`config.mk`:
```
export PLATFORM = sky130hd
export DESIGN_NAME = pmem_reader_flat
export DESIGN_NICKNAME = d
export VERILOG_FILES = /design/src/rtl/pmem_reader_if.sv /design/src/rtl/pmem_reader.sv /design/src/flat_wrapper.sv
export SDC_FILE = /design/constraint.sdc
export NUM_CORES = 1
export LEC_CHECK = 0
export BUFFER_PORTS_ARGS = -buffer_cell sky130_fd_sc_hd__buf_4
export CORE_ASPECT_RATIO = 1.75
export CORE_UTILIZATION = 43
export CTS_BUF_LIST = sky130_fd_sc_hd__clkbuf_4 sky130_fd_sc_hd__clkbuf_8 sky130_fd_sc_hd__clkbuf_16
export DETAILED_ROUTE_END_ITERATION = 8
export PLACE_DENSITY = 0.66
export SLEW_MARGIN = 15
export SYNTH_ARGS = -nofsm -noshare
export SYNTH_HDL_FRONTEND = slang
export SYNTH_SLANG_ARGS = --single-unit
```
`constraint.sdc`:
```
create_clock -name clk -period 7.5 [get_ports clk]
set_clock_uncertainty 0.2 [all_clocks]
set_input_delay 1.5 -clock clk [delete_from_list [all_inputs] [get_ports clk]]
set_output_delay 1.5 -clock clk [all_outputs]
set_load 0.005 [all_outputs]
```
`src/rtl/pmem_reader_if.sv`:
```
// ---------------------------------------------------------------------------
// pmem_reader_if
//
// Bundles the two buses of the pmem read-back engine:
//   - pmem read half of the core instruction word plus the returned row
//       pmem_rd   : read strobe (core inst[1])
//       pmem_add  : row address (core inst[11:8])
//       pmem_out  : COL*BW_PSUM-bit row, column c at [c*BW_PSUM +: BW_PSUM]
//   - valid/ready beat stream towards normalization/softmax or host bridge
//       out_data  : sign-extended psum word (or row sum)
//       out_valid : beat valid
//       out_ready : downstream accepts the beat
//       out_col   : column index of the beat
//       out_row   : pmem address of the beat
//       out_last  : final beat of the final row
//
// Modports:
//   master : the reader (drives pmem request and stream)
//   slave  : pmem + downstream side (drives pmem_out and out_ready)
// ---------------------------------------------------------------------------
interface pmem_reader_if #(
    parameter int BW_PSUM = 11,
    parameter int COL     = 8,
    parameter int AW      = 4
);
    localparam int CW = $clog2(COL);
    localparam int OW = BW_PSUM + CW;

    logic                   pmem_rd;
    logic [AW-1:0]          pmem_add;
    logic [COL*BW_PSUM-1:0] pmem_out;
    logic [OW-1:0]          out_data;
    logic                   out_valid;
    logic                   out_ready;
    logic [CW-1:0]          out_col;
    logic [AW-1:0]          out_row;
    logic                   out_last;

    modport master (
        output pmem_rd, pmem_add,
        input  pmem_out,
        output out_data, out_valid,
        input  out_ready,
        output out_col, out_row, out_last
    );

    modport slave (
        input  pmem_rd, pmem_add,
        output pmem_out,
        input  out_data, out_valid,
        output out_ready,
        input  out_col, out_row, out_last
    );
endinterface

```
`src/rtl/pmem_reader.sv`:
```
// ---------------------------------------------------------------------------
// pmem_reader
//
// Read-back engine for the psum memory of one fullchip core. A start pulse
// reads ROWS consecutive pmem rows (4-bit address wrap) beginning at
// i_base_add; each row is captured whole and streamed one column per beat.
//
// Ports:
//   clk        : clock, all state on rising edge
//   reset      : asynchronous active-high reset
//   i_start    : one-cycle request, honoured only when idle
//   i_base_add : first pmem address, sampled with i_start
//   bus        : pmem_reader_if.master (pmem request/data + beat stream)
//   o_busy     : high whenever the engine is not idle
//   o_done     : one-cycle pulse after the final beat is accepted
//
// Optional feature (macro PMEM_READER_ROWSUM_EN):
//   each row is followed by one extra beat carrying the signed sum of its
//   COL words, out_col all-ones; out_last moves onto that beat.
// ---------------------------------------------------------------------------
module pmem_reader #(
    parameter int BW   = 4,
    parameter int PR   = 8,
    parameter int COL  = 8,
    parameter int ROWS = 8
) (
    input  logic                 clk,
    input  logic                 reset,
    input  logic                 i_start,
    input  logic [3:0]           i_base_add,
    pmem_reader_if.master        bus,
    output logic                 o_busy,
    output logic                 o_done
);
    localparam int BW_PSUM = 2*BW + $clog2(PR);
    localparam int CW      = $clog2(COL);
    localparam int OW      = BW_PSUM + CW;
    localparam int RW      = (ROWS > 1) ? $clog2(ROWS) : 1;
    localparam int ROW_W   = COL * BW_PSUM;

    typedef enum logic [2:0] {
        S_IDLE,
        S_READ,
        S_WAIT,
        S_SEND,
        S_FIN
    } state_t;

    state_t           r_state;
    logic [3:0]       r_add;
    logic [RW-1:0]    r_row_cnt;
    logic [CW-1:0]    r_col_cnt;
    logic [ROW_W-1:0] r_row_buf;
    logic             r_pmem_rd;
    logic [3:0]       r_pmem_add;
    logic             r_out_valid;
    logic [OW-1:0]    r_out_data;
    logic             r_busy;
    logic             r_done;
`ifdef PMEM_READER_ROWSUM_EN
    logic             r_sum_beat;   // current beat is the row-sum beat
`endif

    logic          w_last_row;
    logic          w_last_col;
    logic          w_hs;
    logic [CW-1:0] w_col_next;

    assign w_last_row = (r_row_cnt == RW'(ROWS - 1));
    assign w_last_col = (r_col_cnt == CW'(COL - 1));
    assign w_hs       = r_out_valid & bus.out_ready;
    assign w_col_next = r_col_cnt + CW'(1);

    function automatic logic [OW-1:0] sext(input logic [BW_PSUM-1:0] w);
        return {{CW{w[BW_PSUM-1]}}, w};
    endfunction

    function automatic logic [BW_PSUM-1:0] col_word(input logic [ROW_W-1:0] row,
                                                    input logic [CW-1:0]    idx);
        return row[int'(idx)*BW_PSUM +: BW_PSUM];
    endfunction

`ifdef PMEM_READER_ROWSUM_EN
    // OW = BW_PSUM + log2(COL) bits hold the sum of COL words without overflow.
    function automatic logic [OW-1:0] row_sum(input logic [ROW_W-1:0] row);
        logic [OW-1:0] acc;
        acc = '0;
        for (int c = 0; c < COL; c++) begin
            acc = acc + sext(row[c*BW_PSUM +: BW_PSUM]);
        end
        return acc;
    endfunction
`endif

    // NOTE: state is updated with non-blocking assignments so every register
    // samples the pre-edge values of the others, independent of statement order.
    always_ff @(posedge clk or posedge reset) begin
        if (reset) begin
            r_state     <= S_IDLE;
            r_add       <= '0;
            r_row_cnt   <= '0;
            r_col_cnt   <= '0;
            // NOTE: the row buffer is always rewritten before use; it is
            // cleared here only so no X leaks out of it after reset.
            r_row_buf   <= '0;
            r_pmem_rd   <= 1'b0;
            r_pmem_add  <= '0;
            r_out_valid <= 1'b0;
            r_out_data  <= '0;
            r_busy      <= 1'b0;
            r_done      <= 1'b0;
`ifdef PMEM_READER_ROWSUM_EN
            r_sum_beat  <= 1'b0;
`endif
        end else begin
            r_done <= 1'b0;
            case (r_state)
                S_IDLE: begin
                    if (i_start) begin
                        r_add      <= i_base_add;
                        r_row_cnt  <= '0;
                        r_pmem_rd  <= 1'b1;
                        r_pmem_add <= i_base_add;
                        r_busy     <= 1'b1;
                        r_state    <= S_READ;
                    end
                end

                S_READ: begin
                    r_pmem_rd <= 1'b0;
                    r_state   <= S_WAIT;
                end

                S_WAIT: begin
                    // pmem answers one cycle after the strobe, i.e. now.
                    // Column 0 goes straight from the bus to the output register.
                    r_row_buf   <= bus.pmem_out;
                    r_col_cnt   <= '0;
                    r_out_valid <= 1'b1;
                    r_out_data  <= sext(col_word(bus.pmem_out, '0));
`ifdef PMEM_READER_ROWSUM_EN
                    r_sum_beat  <= 1'b0;
`endif
                    r_state     <= S_SEND;
                end

                S_SEND: begin
                    if (w_hs) begin
                        if (!w_last_col) begin
                            r_col_cnt  <= w_col_next;
                            r_out_data <= sext(col_word(r_row_buf, w_col_next));
                        end
`ifdef PMEM_READER_ROWSUM_EN
                        else if (!r_sum_beat) begin
                            r_sum_beat <= 1'b1;
                            r_col_cnt  <= '1;
                            r_out_data <= row_sum(r_row_buf);
                        end
`endif
                        else begin
                            r_out_valid <= 1'b0;
                            r_add       <= r_add + 4'd1;
                            r_row_cnt   <= r_row_cnt + RW'(1);
                            if (w_last_row) begin
                                r_done  <= 1'b1;
                                r_state <= S_FIN;
                            end else begin
                                r_pmem_rd  <= 1'b1;
                                r_pmem_add <= r_add + 4'd1;
                                r_state    <= S_READ;
                            end
                        end
                    end
                end

                S_FIN: begin
                    r_busy  <= 1'b0;
                    r_state <= S_IDLE;
                end

                default: r_state <= S_IDLE;
            endcase
        end
    end

    assign bus.pmem_rd   = r_pmem_rd;
    assign bus.pmem_add  = r_pmem_add;
    assign bus.out_valid = r_out_valid;
    assign bus.out_data  = r_out_data;
    assign bus.out_col   = r_col_cnt;
    assign bus.out_row   = r_add;
`ifdef PMEM_READER_ROWSUM_EN
    assign bus.out_last  = (r_state == S_SEND) & w_last_row & r_sum_beat;
`else
    assign bus.out_last  = (r_state == S_SEND) & w_last_row & w_last_col;
`endif
    assign o_busy = r_busy;
    assign o_done = r_done;

endmodule

```
`src/flat_wrapper.sv`:
```
// flat-port wrapper written by rule: the top's interface ports become plain ports
module pmem_reader_flat 
#(
    parameter int BW   = 4,
    parameter int PR   = 8,
    parameter int COL  = 8,
    parameter int ROWS = 8
)
  (clk, reset, i_start, i_base_add, o_busy, o_done, bus_pmem_rd, bus_pmem_add, bus_pmem_out, bus_out_data, bus_out_valid, bus_out_ready, bus_out_col, bus_out_row, bus_out_last);
  pmem_reader_if #(.BW_PSUM((11)), .COL(COL)) bus_i ();
  input  logic clk;
  input  logic reset;
  input  logic i_start;
  input  logic [3:0] i_base_add;
  output logic o_busy;
  output logic o_done;
  output wire logic [$bits(bus_i.pmem_rd)-1:0] bus_pmem_rd;
  output wire logic [$bits(bus_i.pmem_add)-1:0] bus_pmem_add;
  input wire logic [$bits(bus_i.pmem_out)-1:0] bus_pmem_out;
  output wire logic [$bits(bus_i.out_data)-1:0] bus_out_data;
  output wire logic [$bits(bus_i.out_valid)-1:0] bus_out_valid;
  input wire logic [$bits(bus_i.out_ready)-1:0] bus_out_ready;
  output wire logic [$bits(bus_i.out_col)-1:0] bus_out_col;
  output wire logic [$bits(bus_i.out_row)-1:0] bus_out_row;
  output wire logic [$bits(bus_i.out_last)-1:0] bus_out_last;
  assign bus_pmem_rd = bus_i.pmem_rd;
  assign bus_pmem_add = bus_i.pmem_add;
  assign bus_i.pmem_out = bus_pmem_out;
  assign bus_out_data = bus_i.out_data;
  assign bus_out_valid = bus_i.out_valid;
  assign bus_i.out_ready = bus_out_ready;
  assign bus_out_col = bus_i.out_col;
  assign bus_out_row = bus_i.out_row;
  assign bus_out_last = bus_i.out_last;
  pmem_reader #(.BW(BW), .PR(PR), .COL(COL), .ROWS(ROWS)) u_core (.clk(clk), .reset(reset), .i_start(i_start), .i_base_add(i_base_add), .bus(bus_i), .o_busy(o_busy), .o_done(o_done));
endmodule
```
Word-level counts from Yosys, hierarchy flattened:

Index checks and enable logic that the tools add are counted.

* register bits after elaboration: 123
* latch bits: 0
* bits in writable memories: 0
* memory bits (read-only): 0
* memories kept: 0

* add/subtract/negate cells: 3
* $mul: 1
* div/mod/pow operators: 0
* order comparisons: 0
* eq/ne operators: 11
* shifts and indexed selects: 1
* muxes and demuxes: 36
* bitwise gates (word level): 3
* reduce and logical (&&, ||, !) cells: 12

Operators with widths (number)
* variable part select 88 x 32 -> 11 bit: 1
* two-way mux 14 bit: 2
* case mux 14 bit (2 select lines): 1
* two-way mux 3 bit: 9
* two-way mux 4 bit: 6
* case mux 4 bit (2 select lines): 2
* case mux 3 bit (2 select lines): 2
* case mux 3 bit (4 select lines): 1
* two-way mux 1 bit: 10
* AND reduction 5 bit: 2
* equality test 3 bit, second input constant: 3
* AND reduction 3 bit: 3
* multiplier 3 x 4 -> 7 bit, second input constant: 1
* adder 3 x 1 -> 3 bit, second input constant: 2
* equality test 3 x 2 -> 1 bit, second input constant: 2
* != test 2 bit, second input constant: 3
* nonzero test 2 bit: 3
* adder 4 x 1 -> 4 bit, second input constant: 1
* != test 2 x 1 -> 1 bit, second input constant: 2
* case mux 1 bit (2 select lines): 2
* AND reduction 4 bit: 1
* bitwise AND 1 bit: 3
* equality test 3 x 1 -> 1 bit, second input constant: 1
* zero test 3 bit: 1
* 3 further kinds: 3

Depth between registers and ports, before layout:

* depth after elaboration: 6
* gate-level depth with buffers: 7

Worst setup path after synthesis:

OpenSTA, ideal clock, no wires.

* kind: input to register
* from: input i_start
* to: register u_core.r_add[3] (netlist: u_core.bus.out_row[3])
* setup time: 0.127 ns
* data arrival time: 2.447 ns
* data required time: 7.173 ns
* setup slack: 4.725 ns
* stages on the path: 4
* path buffers: 0
* path through: or3b_4 o21ai_2 and2b_4 mux2_1

* longest elaborated chain between the ends: 2

RTL lines
* start: declaration: line flat_wrapper.sv:13 `input logic i_start;`
* != test 2 bit (no line)
* AND reduction 4 bit (no line)
* end signal: assignment: line pmem_reader.sv:120 `r_add <= i_base_add;`
* end signal: assignment: line pmem_reader.sv:162 `r_add <= r_add + 4'd1;`
* end: declaration: line pmem_reader.sv:50 `logic [3:0] r_add;`

No other way between the ends.
A chain may end at the register's enable or synchronous reset.

Final worst setup path:

* from: register u_core.r_state[2]
* to: output bus_out_last

* longest elaborated chain between the ends: 3

RTL lines
* start: declaration: line pmem_reader.sv:49 `state_t r_state;`
* start signal: assignment: line pmem_reader.sv:99 `r_state <= S_IDLE;`
* start signal: assignment: line pmem_reader.sv:125 `r_state <= S_READ;`
* start signal: assignment: line pmem_reader.sv:131 `r_state <= S_WAIT;`
* equality test 3 x 2 -> 1 bit: line pmem_reader.sv:195 `assign bus.out_last = (r_state == S_SEND) & w_last_row & w_last_col;`
* bitwise AND 1 bit (2 in a row): line pmem_reader.sv:195
* end: declaration: line flat_wrapper.sv:25 `output wire logic [$bits(bus_i.out_last)-1:0] bus_out_last;`

No other way between the ends.

==> impl_metrics.tcl <==
set metrics [dict create \
    insertion_delay_ns 0.41 \
    crit_fanout 15 \
    final-setup-viol-count 0 \
    initialDrtViolationCount 393 \
    die_w_um 87.0 \
    wl_met3_um 593 \
    fin_crit_sh 0.465 \
    fp.dieH_um 151 \
    synthArstFlopShare 1.00 \
    worstSetupPathType "register to output port" \
    initial_core_util 0.440 \
    wl_met2_mm 7.21 \
    ys_warn_count 0 \
    antenna_found_initial 0 \
    vias_per_cell 5.12 \
    post-cts-setup-buffers 0 \
    row_count 54 \
    synth_ff_type "dfrtp_1" \
    place.gp.congestion 0.833 \
    rsz0062_at_grt "no" \
    clkPwrFrac 0.254 \
    fmax_ghz 0.287 \
    holdBufCountCts 0 \
    ioPinCount 126 \
    h-tree-depth 4 \
    n_antenna_cell 0 \
    cts_tree "built" \
    grt.total_usage 0.225 \
    final-hold-violation-count 0 \
    grt_pass1_vias 4376 \
    period_minus_slack_ns 3.49 \
    yosys.area.top_type "dfrtp_1" \
    drc 0 \
    grt_pass1_wl_mm 21.8 \
    layout_commonest_cell "nand2_1" \
    port_buffers 125 \
    cts_buffers 17 \
    top_layer "met4" \
    ir_drop_uv 195 \
    max_cap_viol_count 0 \
    finish.net_count 774 \
    dpl.hpwl_mm 9.44 \
    pwr-share-seq 0.388 \
    hold_class "register to register" \
    timing.setup.tns_ns 0 \
    p_per_area_nw_per_um2 428 \
    synth.avg_cell_area_um2 9.72 \
    worst_slew_pin_slew_ns 1.01 \
    synth_area_leaders "dfrtp_1 (55%), nand2_1 (19%), mux4_2 (9.1%), o22ai_1 (2.6%), buf_2 (1.4%)" \
    syn-num-nets 661 \
    antenna_left 0 \
    clkTransAtPathRegs_ns 0.05 \
    ys_seq_area_frac 0.552 \
    place_area_um2 6430 \
    routed-via-count 4345 \
    worstPathRequired_ns 5.80 \
    final_area_um2 6980 \
    yosysTopAreaCellShare 0.552 \
    wl_met1_mm 5.24 \
    final_cell_mix "nand2_1 (272), buf_4 (129), dfrtp_1 (120)" \
    switching_share 0.326 \
    end_kind "output port" \
    p_sw_uw 975 \
    die_area_um2 13100 \
    area_growth_pct 28.5 \
    power.internal_uw 2010 \
    status "completed" \
    syn-instance-count 559 \
    startpoint_type "register" \
    wl_per_cell_um 16.0 \
    synth_edf_count 0 \
    arrival_ns 1.79 \
    syn_area_um2 5440 \
    coreArea_um2 12400 \
    first_pass_iters 4 \
    gr-total-overflow 0 \
    layout-drive-gt1-share 0.278 \
    clock-sinks 120 \
    clockBufferDepth 2 \
    ys_types 36 \
    ctsRootBufferMaster "clkbuf_16" \
    synth-seq-cells 120 \
    relSlewSlack 0.328 \
    slew_violations 0 \
    cts_resized 0 \
    drt-total-wl_mm 13.6 \
    leakage_uw 0.00348 \
    comb_power_share 0.357 \
    grt_max_degree 101 \
]
-- synthesized netlist by cell type (3+ instances only) --
library cell	n
o22ai_1	23
mux2_1	6
nand3_1	3
clkbuf_1	10
buf_2	15
ha_1	6
a21oi_1	8
buf_4	8
mux4_2	22
a22o_1	3
nand2b_1	3
inv_1	6
nand2_1	273
o21ai_0	5
dfrtp_1	120
nand3b_1	3
nor2_1	20
-- cells by family after synthesis --
kind of cell,Yosys count,synth area share
xor gates and xnor gates,2,0.00322
and+or+nand+nor,315,0.230
AOI/OAI and AO/OA,46,0.0543
DFF,120,0.552
adders and majority gates,6,0.0138
muxes,29,0.106
buffers and inverters,41,0.0401
-- power by group through the flow --
stage	logic [uW]	registers (uW)	clock network, uW
floorplan	765	1110	0
global placement	1060	1150	0
detailed placement	1080	1160	0
CTS	1090	1160	768
global route	1190	1200	800
finish	1070	1160	760
-- final timing paths --
kind                                              startpoint                                 end  slack, ns  depth (start not counted)
hold / removal              u_core.r_row_buf[69]$_DFFE_PP0N_    u_core.r_row_buf[69]$_DFFE_PP0N_       0.27                          2
setup / recovery               u_core.r_state[2]$_DFFE_PP0P_                        bus_out_last       4.01                          3
min in group asynchronous                              reset    u_core.r_row_buf[79]$_DFFE_PP0N_       0.98                          2
hold reg to reg             u_core.r_row_buf[69]$_DFFE_PP0N_    u_core.r_row_buf[69]$_DFFE_PP0N_       0.27                          2
max in group asynchronous                              reset    u_core.r_row_buf[11]$_DFFE_PP0N_       4.80                          3
setup reg to reg           u_core.bus.out_col[1]$_DFFE_PP0P_  u_core.bus.out_data[9]$_DFFE_PP0P_       4.92                          5
-- registers in the layout (all words and copies together), names as in the netlist --
register	count
u_core.bus.out_data	11
u_core.bus.pmem_add	4
u_core.bus.pmem_rd	1
u_core.r_row_buf	88
u_core.r_row_cnt	3
u_core.o_done	1
u_core.bus.out_valid	1
u_core.bus.out_col	3
u_core.r_state	3
u_core.o_busy	1
u_core.bus.out_row	4
-- worst max-delay path: stages (launching register included) --
cell	delay, ns
dfrtp_1	0.51
and3b_1	0.50
and3_1	0.25
buf_4	0.12
-- routing by layer --
metal  vias up  GRT usage
met1      2104      0.259
met3        38     0.0461
met2       141      0.391
met5         -          0
li1       2062          -
met4         0      0.114
-- through the flow --
step	util	worst slack, ns	std cells	total power, uW	hold slack, ns
after floorplan	-	2.61	559	1870	0.240
after global placement	0.520	4.35	821	2200	0.252
final	0.565	4.01	849	2990	0.271
after CTS	0.565	4.00	849	3020	0.271
after global routing	0.565	3.91	849	3190	0.291
after detailed placement	0.520	4.29	821	2240	0.258
-- final cells by class --
cell class | instances | area [um2]
fill | 1103 | 5380
sequential | 120 | 3000
multi-input combinational | 398 | 2230
timing repair buffer | 129 | 968
clock buffer | 24 | 503
tap | 168 | 210
clock inverter | 4 | 45.0
inverter | 6 | 25.0
Power figures use the tool's default switching activity.
